--- src/rtl/bus_read_monitor.sv ---
// bus_read_monitor: passive valid/ready read-bus monitor pairing requests with in-order responses; define BUS_MON_TRACE_EN for trace output and fatal stop on overflow/timeout
module bus_read_monitor #(
  parameter int addr_width      = 32,
  parameter int data_width      = 32,
  parameter int max_outstanding = 4,
  parameter int timeout_cycles  = 256
) (
  input  logic                                 clk,
  input  logic                                 rst,
  input  logic                                 addr_valid,
  input  logic                                 addr_ready,
  input  logic [addr_width-1:0]                addr,
  input  logic                                 data_valid,
  input  logic                                 data_ready,
  input  logic [data_width-1:0]                data,
  output logic                                 txn_valid,
  output logic [addr_width-1:0]                txn_addr,
  output logic [data_width-1:0]                txn_data,
  output logic [15:0]                          txn_latency,
  output logic                                 err_valid,
  output logic [2:0]                           err_code,
  output logic [$clog2(max_outstanding):0]     outstanding
);
  localparam int pw = $clog2(max_outstanding);
  localparam int ow = pw + 1;
  logic [addr_width-1:0] r_q_addr [max_outstanding];
  logic [15:0]           r_q_ts   [max_outstanding];
  logic [pw-1:0]         r_head, r_tail;
  logic [ow-1:0]         r_occ;
  logic [15:0]           r_cnt;
  logic                  r_hist, r_pav, r_par, r_pdv, r_pdr, r_to;
  logic [addr_width-1:0] r_pa;
  logic [data_width-1:0] r_pd;
  logic                  w_push_hs, w_rsp_hs, w_empty, w_pop, w_ovf, w_push;
  logic [15:0]           w_age;
  logic [7:1]            w_err;
  logic [2:0]            w_code;
  assign w_push_hs = addr_valid & addr_ready;
  assign w_rsp_hs  = data_valid & data_ready;
  assign w_empty   = r_occ == '0;
  assign w_pop     = w_rsp_hs & ~w_empty;
  assign w_ovf     = w_push_hs & (r_occ == ow'(max_outstanding)) & ~w_pop;
  assign w_push    = w_push_hs & ~w_ovf;
  assign w_age     = r_cnt - r_q_ts[r_head];
  assign w_err[1]  = r_hist & r_pav & ~r_par & ~addr_valid;
  assign w_err[2]  = r_hist & r_pav & ~r_par & addr_valid & (addr != r_pa);
  assign w_err[3]  = r_hist & r_pdv & ~r_pdr & ~data_valid;
  assign w_err[4]  = r_hist & r_pdv & ~r_pdr & data_valid & (data != r_pd);
  assign w_err[5]  = w_rsp_hs & w_empty;
  assign w_err[6]  = w_ovf;
  assign w_err[7]  = ~w_empty & ~r_to & (w_age >= 16'(timeout_cycles));
  assign outstanding = r_occ;
  always_comb
    w_code = w_err[1] ? 3'd1 : w_err[2] ? 3'd2 : w_err[3] ? 3'd3 : w_err[4] ? 3'd4 :
             w_err[5] ? 3'd5 : w_err[6] ? 3'd6 : 3'd7;
  always_ff @(posedge clk) begin
    if (!rst) begin
      r_head      <= '0;
      r_tail      <= '0;
      r_occ       <= '0;
      r_cnt       <= '0;
      r_hist      <= 1'b0;
      r_pav       <= 1'b0;
      r_par       <= 1'b0;
      r_pdv       <= 1'b0;
      r_pdr       <= 1'b0;
      r_pa        <= '0;
      r_pd        <= '0;
      r_to        <= 1'b0;
      txn_valid   <= 1'b0;
      txn_addr    <= '0;
      txn_data    <= '0;
      txn_latency <= '0;
      err_valid   <= 1'b0;
      err_code    <= '0;
    end else begin
      r_cnt  <= r_cnt + 16'd1;
      r_hist <= 1'b1;
      r_pav  <= addr_valid;
      r_par  <= addr_ready;
      r_pa   <= addr;
      r_pdv  <= data_valid;
      r_pdr  <= data_ready;
      r_pd   <= data;
      if (w_push) begin
        r_q_addr[r_tail] <= addr;
        r_q_ts[r_tail]   <= r_cnt;
        r_tail           <= r_tail + pw'(1);
      end
      if (w_pop) r_head <= r_head + pw'(1);
      r_occ     <= r_occ + ow'(w_push) - ow'(w_pop);
      // timeout flag belongs to the current head; a pop hands over a fresh head
      r_to      <= w_pop ? 1'b0 : r_to | w_err[7];
      txn_valid <= w_pop;
      if (w_pop) begin
        txn_addr    <= r_q_addr[r_head];
        txn_data    <= data;
        txn_latency <= w_age;
      end
      err_valid <= |w_err;
      if (|w_err) err_code <= w_code;
    end
  end
`ifdef BUS_MON_TRACE_EN
  function automatic string err_name(input logic [2:0] c);
    return c == 3'd1 ? "ADDR_DROP" : c == 3'd2 ? "ADDR_UNSTABLE" : c == 3'd3 ? "DATA_DROP" :
           c == 3'd4 ? "DATA_UNSTABLE" : c == 3'd5 ? "ORPHAN_RSP" : c == 3'd6 ? "OVERFLOW" : "TIMEOUT";
  endfunction
  always_ff @(posedge clk) begin
    if (txn_valid) $display("%0t txn addr=%0h data=%0h latency=%0d", $time, txn_addr, txn_data, txn_latency);
    if (err_valid) begin
      $display("%0t error %s", $time, err_name(err_code));
      if (err_code == 3'd6 || err_code == 3'd7) $fatal(1, "bus_read_monitor: %s", err_name(err_code));
    end
  end
`else
`endif
endmodule

--- config.mk ---
export PLATFORM = sky130hd
export DESIGN_NAME = bus_read_monitor
export DESIGN_NICKNAME = d
export VERILOG_FILES = /design/src/rtl/bus_read_monitor.sv
export SDC_FILE = /design/constraint.sdc
export NUM_CORES = 1
export LEC_CHECK = 0
export BUFFER_PORTS_ARGS = -buffer_cell sky130_fd_sc_hd__buf_2
export CORE_MARGIN = 4
export CORE_UTILIZATION = 53
export DETAILED_ROUTE_END_ITERATION = 8
export PLACE_DENSITY = 0.88
export SYNTH_ARGS = -nofsm -noshare
export SYNTH_HDL_FRONTEND = slang
export SYNTH_SLANG_ARGS = --single-unit
--- constraint.sdc ---
create_clock -name clk -period 4.4 [get_ports clk]
set_clock_uncertainty 0.2 [all_clocks]
set_input_delay 0.22 -clock clk [delete_from_list [all_inputs] [get_ports clk]]
set_output_delay 0.22 -clock clk [all_outputs]
set_load 0.1 [all_outputs]
==> impl_results.html <==
<table>
<tr><th>Metric</th><th>Value</th></tr>
<tr><th colspan="2">Outcome</th></tr>
<tr><td>Run status</td><td>complete, no violations</td></tr>
<tr><th colspan="2">Timing</th></tr>
<tr><td>Final critical delay including setup and external delays</td><td>roughly 3.9 ns</td></tr>
<tr><td>Hold Fails Final Rpt</td><td>0</td></tr>
<tr><td>Remaining max-slew budget at the tightest pin</td><td>0.334</td></tr>
<tr><td>RSZ-0062 raised after global routing</td><td>no</td></tr>
<tr><td>Final setup violation count</td><td>0</td></tr>
<tr><td>Setup_tns</td><td>0 ns</td></tr>
<tr><td>Final clock period utilization by the worst path</td><td>0.888</td></tr>
<tr><td>Hold Slack</td><td>roughly 0.25 ns</td></tr>
<tr><td>Transition time at the pin with the least slew margin</td><td>about 1.0 ns</td></tr>
<tr><td>Number of pins with negative max-slew slack in the final report</td><td>0</td></tr>
<tr><td>Maximum clock rate</td><td>0.256 GHz</td></tr>
<tr><td>Final Worst Setup Slack</td><td>about 0.5 ns</td></tr>
<tr><th colspan="2">Clocking</th></tr>
<tr><td>Clock tree from TritonCTS</td><td>built</td></tr>
<tr><td>Clock sink total</td><td>between 300 and 400</td></tr>
<tr><td>Skew-Pair Late Insertion Delay</td><td>0.53 ns</td></tr>
<tr><td>Clock slew at reported path FFs</td><td>~0.060 ns</td></tr>
<tr><td>Root Buffer</td><td>sky130_fd_sc_hd__clkbuf_16</td></tr>
<tr><td>Longest Clk Path Bufs</td><td>3</td></tr>
<tr><td>CTS Hold Bufs</td><td>71</td></tr>
<tr><td>Post-CTS sizing</td><td>0</td></tr>
<tr><td>Setup Fix Bufs, Post-CTS</td><td>0</td></tr>
<tr><td>Number of buffers inserted during clock tree synthesis</td><td>37</td></tr>
<tr><td>H-tree depth</td><td>2</td></tr>
<tr><th colspan="2">Setup path</th></tr>
<tr><td>Nature of the critical path endpoint</td><td>flip-flop</td></tr>
<tr><td>Critical path data arrival time</td><td>4.10 ns</td></tr>
<tr><td>Crit path largest cell delay</td><td>around 0.55 ns</td></tr>
<tr><td>Crit path max-delay cell type</td><td>sky130_fd_sc_hd__or4_4</td></tr>
<tr><td>Slack of the worst reg-to-reg path</td><td>a little under 0.5 ns</td></tr>
<tr><td>Critical path launch point type</td><td>flip-flop</td></tr>
<tr><td>Worst EP required</td><td>4.59 ns</td></tr>
<tr><td>Worst setup path category</td><td>flip-flop to flip-flop</td></tr>
<tr><td>Cells along the critical path</td><td>mux4_2 &gt; ha_1 &gt; fa_1 &gt; nand2b_1 &gt; a21o_1 &gt; a21oi_1 &gt; o21ai_0 &gt; o2bb2a_2 &gt; or4_4 &gt; o21ai_4 &gt; a41oi_2</td></tr>
<tr><td>Worst-path fanout max</td><td>6</td></tr>
<tr><th colspan="2">Drt</th></tr>
<tr><td>Post-Route WL</td><td>~35 mm</td></tr>
<tr><td>Via count of the routed design</td><td>just under 10k</td></tr>
<tr><td>Post-route antenna net violation count</td><td>0</td></tr>
<tr><td>Number of vias per cell</td><td>about 5.7</td></tr>
<tr><td>Initial detailed-routing violation count</td><td>approximately 730</td></tr>
<tr><td>Per-cell routed wire length</td><td>just over 20 µm</td></tr>
<tr><td>Number of detailed-routing iterations run before antenna repair</td><td>5</td></tr>
<tr><td>DRC violation count after routing</td><td>0</td></tr>
<tr><th colspan="2">Power</th></tr>
<tr><td>Cell area power density</td><td>approximately 500 nW/µm²</td></tr>
<tr><td>Post-route total power</td><td>8.85 mW</td></tr>
<tr><td>Leakage power of the design</td><td>around 6.5 nW</td></tr>
<tr><td>Largest vdd supply drop</td><td>around 0.38 mV</td></tr>
<tr><th colspan="2">GRT</th></tr>
<tr><td>Final global-route overflow total</td><td>0</td></tr>
<tr><td>Via count of the first global-routing pass</td><td>between 10k and 15k</td></tr>
<tr><td>Maximum number of pins on one net before global-route repair</td><td>84</td></tr>
<tr><td>Initial antenna violation count</td><td>0</td></tr>
<tr><td>Wire length of the first global-routing pass</td><td>55.6 mm</td></tr>
<tr><td>Total routing resource utilization after global routing</td><td>0.228</td></tr>
<tr><th colspan="2">Synthesis</th></tr>
<tr><td>Summed instance area of the synthesized netlist</td><td>14,600 µm²</td></tr>
<tr><td>Area leader, netlist</td><td>sky130_fd_sc_hd__edfxtp_1</td></tr>
<tr><td>YS warnings</td><td>0</td></tr>
<tr><td>Top cell types by occurrence after synthesis</td><td>sky130_fd_sc_hd__edfxtp_1, sky130_fd_sc_hd__dfxtp_1, sky130_fd_sc_hd__nand2_1</td></tr>
<tr><td>Syn Inst Count</td><td>1,133</td></tr>
<tr><td>Seq cells post-synth</td><td>roughly 370</td></tr>
<tr><td>Predominant post-synthesis flop cell</td><td>sky130_fd_sc_hd__edfxtp_1</td></tr>
<tr><td>Fraction of the yosys area taken by sequential cells</td><td>0.643</td></tr>
<tr><td>Area fraction of the dominant cell type after synthesis</td><td>0.395</td></tr>
<tr><td>Number of enable-type register cells in the synthesized netlist</td><td>between 150 and 200</td></tr>
<tr><td>Most common cell in the synthesized netlist</td><td>sky130_fd_sc_hd__edfxtp_1</td></tr>
<tr><td>Top cells by area, synth</td><td>sky130_fd_sc_hd__edfxtp_1, sky130_fd_sc_hd__dfxtp_1, sky130_fd_sc_hd__mux4_2</td></tr>
<tr><td>Synthesized netlist net count</td><td>about 1.2k</td></tr>
<tr><td>Share of flip-flops with an asynchronous set or reset after synthesis</td><td>0</td></tr>
<tr><td>Post-synth cell types</td><td>65</td></tr>
<tr><td>Mean instance size in the synthesized netlist</td><td>12.9 µm²</td></tr>
<tr><th colspan="2">Die</th></tr>
<tr><td>Starting utilization of the core area</td><td>0.539</td></tr>
<tr><td>Number of core rows</td><td>60</td></tr>
<tr><td>Number of top-level pins</td><td>~160</td></tr>
<tr><td>Placeable core region</td><td>~27,000 µm²</td></tr>
<tr><td>Die Width</td><td>~170 µm</td></tr>
<tr><td>Die Area</td><td>~30,000 µm²</td></tr>
<tr><td>Height of the die</td><td>about 170 µm</td></tr>
<tr><th colspan="2">Job</th></tr>
<tr><td># Max-Cap Violations</td><td>0</td></tr>
<tr><th colspan="2">Placement</th></tr>
<tr><td>Placed Instance Area</td><td>15,700 µm²</td></tr>
<tr><td>Total of buffers placed on input and output ports</td><td>157</td></tr>
<tr><td>Hpwl dp</td><td>20.6 mm</td></tr>
<tr><td>Setup slack after placement</td><td>0.556 ns</td></tr>
<tr><td>Post-Place Cells</td><td>around 1.6k</td></tr>
<tr><td>Routability-driven placement congestion ratio</td><td>about 0.85</td></tr>
<tr><th colspan="2">Worst hold path</th></tr>
<tr><td>Path type of the worst min-delay path</td><td>flip-flop to flip-flop</td></tr>
<tr><th colspan="2">Layout</th></tr>
<tr><td>Ant diodes</td><td>0</td></tr>
<tr><td>Final design utilization</td><td>0.651</td></tr>
<tr><td>Finished layout cell area</td><td>about 18,000 µm²</td></tr>
<tr><td># nets final</td><td>1,446</td></tr>
<tr><td>Final cell count without fillers</td><td>around 1.7k</td></tr>
<tr><td>Share of post-route cells with drive strength above 1</td><td>0.216</td></tr>
<tr><td>Layout area overhead</td><td>20.8%</td></tr>
</table>
## power by group
part | internal [mW] | total (mW) | switching, mW
combinational | 0.490 | 1.80 | 1.31
clock | 1.78 | 3.10 | 1.32
sequential | 3.82 | 3.94 | 0.125
total | 6.09 | 8.85 | 2.75
## sequential cells by signal (all words and copies together), names as in the netlist, 3 cells and up, named ones only
name and flops:
txn_latency 16, txn_addr 32, outstanding 3, err_code 3
r_pd 32, r_q_ts 64, r_cnt 16, txn_data 32
r_q_addr 128, r_pa 32
## final timing paths
| path | cells after the start | start | to |
|---|---|---|---|
| max | 11 | flip-flop | err_code[0]$_SDFFE_PN0P_ |
| min | 2 | txn_latency[7]$_SDFFE_PN0P_ | txn_latency[7]$_SDFFE_PN0P_ |
| max reg2reg | 11 | flip-flop | err_code[0]$_SDFFE_PN0P_ |
| min reg2reg | 2 | txn_latency[7]$_SDFFE_PN0P_ | txn_latency[7]$_SDFFE_PN0P_ |
## cell type report
| class | instances | area [µm²] |
|---|---|---|
| Multi-Input combinational cell | 672 | 4870 |
| Clock buffer | 52 | 1040 |
| Fill cell | 1842 | 9420 |
| Clock inverter | 16 | 163 |
| Timing Repair Buffer | 241 | 1630 |
| Tap cell | 341 | 427 |
| Sequential cell | 372 | 9370 |
| Inverter | 29 | 110 |
## cell usage in the layout, fill, tap and decap left out, types with 13 or more instances in the layout
master	n
sky130_fd_sc_hd__ha_1	21
sky130_fd_sc_hd__nand2_1	167
sky130_fd_sc_hd__nor2_1	38
sky130_fd_sc_hd__dlygate4sd3_1	71
sky130_fd_sc_hd__inv_1	28
sky130_fd_sc_hd__xnor2_1	80
sky130_fd_sc_hd__clkbuf_16	38
sky130_fd_sc_hd__buf_2	157
sky130_fd_sc_hd__nand4_1	21
sky130_fd_sc_hd__a21oi_1	94
sky130_fd_sc_hd__edfxtp_1	192
sky130_fd_sc_hd__xor2_1	13
sky130_fd_sc_hd__dfxtp_1	179
sky130_fd_sc_hd__mux4_2	48
sky130_fd_sc_hd__and2_1	69
## cells by family after synthesis
family,after synthesis,synth area share
flip-flops,372,0.643
XOR/XNOR,93,0.0559
multiplexers,49,0.0748
buffers and inverters,89,0.0245
adder cells (fa/ha/maj),23,0.0208
AND/OR/NAND/NOR,359,0.118
AO/OA/AOI/OAI,148,0.0630
## per-layer routing
layer	global-route usage	routed length, µm
met5	0	0
met4	0.0831	1270
met3	0.0473	2490
met2	0.399	17700
met1	0.282	13600
## worst max-delay path, delay by kind of cell (launching register included)
| family | cells | cell delay [ns] |
|---|---|---|
| AOI/OAI and AO/OA | 6 | 1.22 |
| adders and majority gates | 2 | 0.66 |
| DFF | 1 | 0.42 |
| muxes | 1 | 0.54 |
| and+or+nand+nor | 2 | 0.76 |
(Power assumes the default switching activity.)
